`src/rtl/muldiv_sequencer.sv`:
```
// HI/LO unit: radix-2 iterative multiply and restoring divide, one bit per clock,
// with pipeline stall while an operation is in flight.
`timescale 1ns/1ps
module muldiv_sequencer #(
    parameter int unsigned          WIDTH    = 32,
    parameter logic [WIDTH-1:0]     HILO_RST = '0
) (
    input  logic             clk,
    input  logic             resetn,
    input  logic             mult,
    input  logic             multu,
    input  logic             div,
    input  logic             divu,
    input  logic             mthi,
    input  logic             mtlo,
    input  logic             mfhi,
    input  logic             mflo,
    input  logic [WIDTH-1:0] rs_val,
    input  logic [WIDTH-1:0] rt_val,
    output logic [WIDTH-1:0] hi,
    output logic [WIDTH-1:0] lo,
    output logic [WIDTH-1:0] hilo_rdata,
    output logic             busy,
    output logic             stall,
    output logic             done,
    output logic             div_zero
);

    localparam int unsigned    CW   = (WIDTH > 1) ? $clog2(WIDTH) : 1;
    localparam logic [CW-1:0]  LAST = CW'(WIDTH - 1);

    localparam logic [1:0] S_IDLE = 2'd0;
    localparam logic [1:0] S_CALC = 2'd1;
    localparam logic [1:0] S_FIN  = 2'd2;

    logic [1:0]         r_state;
    logic [CW-1:0]      r_cnt;
    logic [2*WIDTH-1:0] r_acc;     // product, or quotient in the low half for divides
    logic [WIDTH-1:0]   r_rem;
    logic [WIDTH-1:0]   r_opb;     // multiplicand or divisor magnitude
    logic               r_is_div;
    logic               r_neg_q;
    logic               r_neg_r;
    logic               r_dz;
    logic [WIDTH-1:0]   r_hi;
    logic [WIDTH-1:0]   r_lo;

    logic               w_start;
    logic               w_op_div;
    logic               w_signed;
    logic               w_rt_zero;
    logic [WIDTH-1:0]   w_abs_a;
    logic [WIDTH-1:0]   w_abs_b;
    logic [WIDTH-1:0]   w_op_a;
    logic [WIDTH-1:0]   w_op_b;
    logic [WIDTH:0]     w_mul_sum;
    logic [WIDTH:0]     w_shift;
    logic [WIDTH:0]     w_diff;
    logic               w_ge;
    logic [2*WIDTH-1:0] w_prod;
    logic [WIDTH-1:0]   w_quo;
    logic [WIDTH-1:0]   w_remr;

    assign w_start   = div | divu | mult | multu;
    assign w_op_div  = div | divu;
    assign w_signed  = div | (~divu & mult);
    assign w_rt_zero = (rt_val == '0);

    // Magnitude of the most negative value wraps to itself and is used as unsigned.
    assign w_abs_a = rs_val[WIDTH-1] ? (~rs_val + 1'b1) : rs_val;
    assign w_abs_b = rt_val[WIDTH-1] ? (~rt_val + 1'b1) : rt_val;
    assign w_op_a  = w_signed ? w_abs_a : rs_val;
    assign w_op_b  = w_signed ? w_abs_b : rt_val;

    assign w_mul_sum = {1'b0, r_acc[2*WIDTH-1:WIDTH]} + (r_acc[0] ? {1'b0, r_opb} : '0);

    // Partial remainder stays below twice the divisor, so WIDTH+1 bits hold it and
    // the top bit of the difference flags a borrow.
    assign w_shift = {r_rem, r_acc[WIDTH-1]};
    assign w_diff  = w_shift - {1'b0, r_opb};
    assign w_ge    = ~w_diff[WIDTH];

    assign w_prod = r_neg_q ? (~r_acc + 1'b1) : r_acc;
    assign w_quo  = r_neg_q ? (~r_acc[WIDTH-1:0] + 1'b1) : r_acc[WIDTH-1:0];
    assign w_remr = r_neg_r ? (~r_rem + 1'b1) : r_rem;

    always_ff @(posedge clk or negedge resetn) begin
        if (!resetn) begin
            r_state  <= S_IDLE;
            r_cnt    <= '0;
            r_acc    <= '0;
            r_rem    <= '0;
            r_opb    <= '0;
            r_is_div <= 1'b0;
            r_neg_q  <= 1'b0;
            r_neg_r  <= 1'b0;
            r_dz     <= 1'b0;
            r_hi     <= HILO_RST;
            r_lo     <= HILO_RST;
        end else begin
            case (r_state)
                S_IDLE: begin
                    if (w_start) begin
                        r_cnt    <= '0;
                        r_is_div <= w_op_div;
                        r_neg_q  <= w_signed & (rs_val[WIDTH-1] ^ rt_val[WIDTH-1]);
                        r_neg_r  <= w_signed & w_op_div & rs_val[WIDTH-1];
                        r_opb    <= w_op_div ? w_op_b : w_op_a;
                        r_rem    <= '0;
                        if (w_op_div && w_rt_zero) begin
                            // Preload so the normal divide writeback yields HI=rs, LO=ones.
                            r_acc   <= {{WIDTH{1'b0}}, {WIDTH{1'b1}}};
                            r_rem   <= rs_val;
                            r_neg_q <= 1'b0;
                            r_neg_r <= 1'b0;
                            r_dz    <= 1'b1;
                            r_state <= S_FIN;
                        end else begin
                            r_acc   <= {{WIDTH{1'b0}}, (w_op_div ? w_op_a : w_op_b)};
                            r_dz    <= 1'b0;
                            r_state <= S_CALC;
                        end
                    end else if (mthi) begin
                        r_hi <= rs_val;
                    end else if (mtlo) begin
                        r_lo <= rs_val;
                    end
                end
                S_CALC: begin
                    r_cnt <= r_cnt + 1'b1;
                    if (r_is_div) begin
                        r_rem <= w_ge ? w_diff[WIDTH-1:0] : w_shift[WIDTH-1:0];
                        r_acc <= {r_acc[2*WIDTH-1:WIDTH], r_acc[WIDTH-2:0], w_ge};
                    end else begin
                        r_acc <= {w_mul_sum, r_acc[WIDTH-1:1]};
                    end
                    if (r_cnt == LAST) begin
                        r_state <= S_FIN;
                    end
                end
                S_FIN: begin
                    if (r_is_div) begin
                        r_hi <= w_remr;
                        r_lo <= w_quo;
                    end else begin
                        r_hi <= w_prod[2*WIDTH-1:WIDTH];
                        r_lo <= w_prod[WIDTH-1:0];
                    end
                    r_state <= S_IDLE;
                end
                default: r_state <= S_IDLE;
            endcase
        end
    end

    assign hi         = r_hi;
    assign lo         = r_lo;
    assign hilo_rdata = mfhi ? r_hi : (mflo ? r_lo : '0);
    assign busy       = (r_state != S_IDLE);
    assign stall      = busy & (mult | multu | div | divu | mthi | mtlo | mfhi | mflo);
    assign done       = (r_state == S_FIN);
    assign div_zero   = (r_state == S_FIN) & r_dz;

endmodule

```
`config.mk`:
```
export PLATFORM = sky130hd
export DESIGN_NAME = muldiv_sequencer
export DESIGN_NICKNAME = d
export VERILOG_FILES = /design/src/rtl/muldiv_sequencer.sv
export SDC_FILE = /design/constraint.sdc
export NUM_CORES = 1
export LEC_CHECK = 0
export CAP_MARGIN = 30
export CORE_MARGIN = 3
export CORE_UTILIZATION = 29
export CTS_BUF_LIST = sky130_fd_sc_hd__clkbuf_4 sky130_fd_sc_hd__clkbuf_8 sky130_fd_sc_hd__clkbuf_16
export CTS_CLUSTER_DIAMETER = 30
export DETAILED_ROUTE_END_ITERATION = 8
export PLACE_DENSITY_LB_ADDON = 0.12
export SLEW_MARGIN = 0
export SYNTH_ARGS = -nofsm -noshare
export SYNTH_HDL_FRONTEND = slang
export SYNTH_SLANG_ARGS = --single-unit
```
`constraint.sdc`:
```
create_clock -name clk -period 9.3 [get_ports clk]
set_input_delay 2.79 -clock clk [delete_from_list [all_inputs] [get_ports clk]]
set_output_delay 2.79 -clock clk [all_outputs]
set_load 0.02 [all_outputs]
```
==> flow_metrics.py <==
metrics = {
    "status": {
        "status": "completed",
    },
    "synthesis": {
        "yosysWarnings": 0,
        "synth_cell_type_count": 74,
        "synthCells": 2140,
        "synthArstFlopShare_pct": 100,
        "syn_area_per_cell_um2": 7.92,
        "synthAdderAreaFrac_pct": 5.40,
        "yosys.area_share.xor_xnor_pct": 10.5,
        "ys_seq_elements": 203,
        "synth_compound_area_share_pct": 26.8,
        "yosysSeqAreaShare_pct": 30.0,
        "synth_top_family_by_area": "compound AO/OA/AOI/OAI gates",
        "synth_nets": 2286,
        "yosys.area_share.simple_pct": 17.1,
        "muxShareOfSynthArea_pct": 5.49,
        "ys.flop_type": "dfrtp_1",
        "syn-cell-area_um2": 17000,
        "synth_edf_count": 0,
    },
    "global_routing": {
        "grt_pass1_wl_um": 106000,
        "grt_usage_pct": 23.1,
        "grt_pass1_vias": 16700,
        "antenna_found_initial": 2,
        "grt_max_degree": 92,
        "grt-ovfl-total": 0,
    },
    "finish": {
        "final_cells": 3086,
        "layout_commonest_cell": "nand2_1",
        "layout-drive-gt1-share_pct": 9.97,
        "nNetsFinal": 2421,
        "syn_to_final_growth_pct": 28.4,
        "post-route-util_pct": 38.1,
        "fin_area_um2": 21800,
        "layout_common_cells": "nand2_1 (268), o21ai_0 (234), dfrtp_1 (201)",
    },
    "pwr": {
        "vdd_drop_max_uv": 267,
        "internal_power_w": 0.00504,
        "p_comb_share_pct": 53.8,
        "pwr-share-seq_pct": 21.3,
        "leakage_nw": 9.00,
        "power_density_nw_per_um2": 423,
        "p_sw_w": 0.00416,
        "clkPwrFrac_pct": 24.9,
        "switching_share_pct": 45.2,
    },
    "flow_run": {
        "maxCapViolations": 0,
    },
    "placement": {
        "dp_slack_ps": 1400,
        "placed_cell_area_um2": 19400,
        "port_buffers": 173,
        "place_hpwl_um": 53200,
        "dp.cells": 2960,
        "gp_congestion": 0.864,
    },
    "worst_setup_path": {
        "cp_cell_sequence": "clkdlybuf4s50_1 > or2_2 > nor3_1 > a21oi_1 > clkdlybuf4s50_1",
        "cp_slowest_cell": "or2_2",
        "cp.required_ps": 6510,
        "critPathKind": "input port to output port",
        "critical_path.max_fanout": 28,
        "worst_path_most_repeated_cell": "clkdlybuf4s50_1",
        "worstSetupEndpointType": "output port",
        "cp-start-kind": "input port",
        "slowest_delay_ps": 620,
        "arrival_ps": 5140,
    },
    "cts": {
        "cts-resized-gates": 0,
        "cts_tree": "done",
        "ctsHoldBuffers": 0,
        "clkLatencyLatePin_ps": 590,
        "post-cts-setup-buffers": 0,
        "cts_buffers": 68,
        "clkTransAtPathRegs_ps": 40,
        "clock_sinks": 203,
        "cts-root-buf": "clkbuf_16",
        "htreeDepth": 3,
        "clk_path_buf_depth": 3,
    },
    "floorplan": {
        "die_y_um": 248,
        "rows": 87,
        "top_level_ports": 174,
        "core_area_um2": 57100,
        "start_util_pct": 29.7,
        "die_x_um": 248,
        "die_area_um2": 61400,
    },
    "timing": {
        "max_freq_mhz": 126,
        "fin_ws_ps": 1370,
        "hold_viol": 0,
        "fin_worst_skew_ps": 32.9,
        "worst_slew_pin_slew_ps": 1020,
        "period_needed_ps": 7930,
        "period_share_pct": 85.3,
        "rsz0062_at_grt": "false",
        "maxSlewHeadroom_pct": 31.8,
        "setup_violations": 0,
        "final_max_slew_viol_count": 0,
        "finalSetupTns_ps": 0,
    },
    "drt": {
        "routedWlPerCell_um": 23.4,
        "ant_nets": 0,
        "firstDrtPassIters": 5,
        "drc": 0,
        "wirelength_um": 72200,
        "vias": 17200,
        "vias_per_cell": 5.58,
        "drtIter0Drc": 1241,
    },
    "worst_hold_path": {
        "hold_class": "flop to flop",
    },
}
[registers in the layout (all words and copies together) (netlist names)]
register,flops
r_state,2
r_dz,1
r_acc,64
r_cnt,5
r_neg_q,1
r_rem,32
hi,32
r_neg_r,1
lo,32
r_opb,32
r_is_div,1
[stage by stage]
stage / total power [W] / hold slack, ps
after floorplan: 0.00522 / 442
after global placement: 0.00683 / 467
after detailed placement: 0.00686 / 472
after CTS: 0.00921 / 481
after global routing: 0.00985 / 514
final: 0.00921 / 473
[Yosys cell counts, types with 7 or more instances]
cell type,number,area (um^2)
a21o_1,26,195
a21oi_1,162,811
nor4_1,14,87.6
mux2_2,32,360
o21a_1,8,60.1
nand2b_1,17,106
nor2b_1,15,93.8
nand2_1,268,1010
mux2i_1,57,571
a221o_1,10,100
o211ai_1,10,75.1
o31ai_1,37,278
or2_2,8,50.1
o21ai_0,235,1180
nor3_1,43,215
a22oi_1,22,165
buf_1,14,52.6
o41ai_1,22,193
and3_1,14,87.6
ha_1,70,876
a22o_1,34,298
a31oi_1,16,100
xnor2_1,114,998
nand3_1,43,215
nor2_1,150,563
dfrtp_1,203,5080
xor2_1,90,788
a221oi_1,19,166
a31o_2,7,61.3
and2_1,8,50.1
inv_1,67,251
or3_1,13,81.3
clkbuf_1,126,473
a211oi_1,19,143
or4_1,16,120
o22ai_1,53,332
[per-layer routing]
layer,vias up,GRT usage [%],wire length (um)
met2,662,36.1,32400
met1,8352,31.2,32200
met4,2,10.6,3080
li1,8070,-,-
met5,-,0,8
met3,125,4.01,4470
[path summary, 6_finish.rpt]
| kind | endpoint | slack, ps | cells past startpoint | startpoint |
|---|---|---|---|---|
| worst min-delay path | r_dz$_DFFE_PN0P_ | 470 | 2 | r_dz$_DFFE_PN0P_ |
| worst max register to register | r_rem[9]$_DFFE_PN0P_ | 5130 | 13 | r_acc[31]$_DFFE_PN0P_ |
| max in group asynchronous | r_is_div$_DFFE_PN0P_ | 5550 | 2 | resetn |
| worst max-delay path | stall | 1370 | 5 | div |
| worst min register to register | r_dz$_DFFE_PN0P_ | 470 | 2 | r_dz$_DFFE_PN0P_ |
| min in group asynchronous | r_acc[51]$_DFFE_PN0P_ | 2240 | 1 | resetn |
[cells by family after synthesis]
family,after synthesis
adders and majority gates,72
buffers and inverters,211
and+or+nand+nor,637
xor gates and xnor gates,204
muxes,89
AOI/OAI and AO/OA,724
DFF,203
[cell type report]
class / instances / area, um^2
fill: 5886 / 35400
multi-input combinational: 1726 / 11100
sequential: 203 / 5080
clock buffer: 97 / 2050
timing repair buffer: 208 / 2030
tap: 756 / 946
clock inverter: 26 / 269
inverter: 68 / 255
antenna: 2 / 5.00
[worst max-delay path: cells and delay by family]
| kind | cells | cell delay, ps |
|---|---|---|
| and+or+nand+nor | 2 | 1130 |
| AOI/OAI and AO/OA | 1 | 140 |
| buffers and inverters | 2 | 1080 |
[power by group through the flow]
stage	clock [W]	sequential, W	combinational [W]
after floorplan	0	0.00179	0.00342
after global placement	0	0.00196	0.00487
after detailed placement	0	0.00196	0.00490
after CTS	0.00232	0.00196	0.00493
after global routing	0.00238	0.00203	0.00544
final	0.00229	0.00196	0.00496
Power figures use the tool's default switching activity.
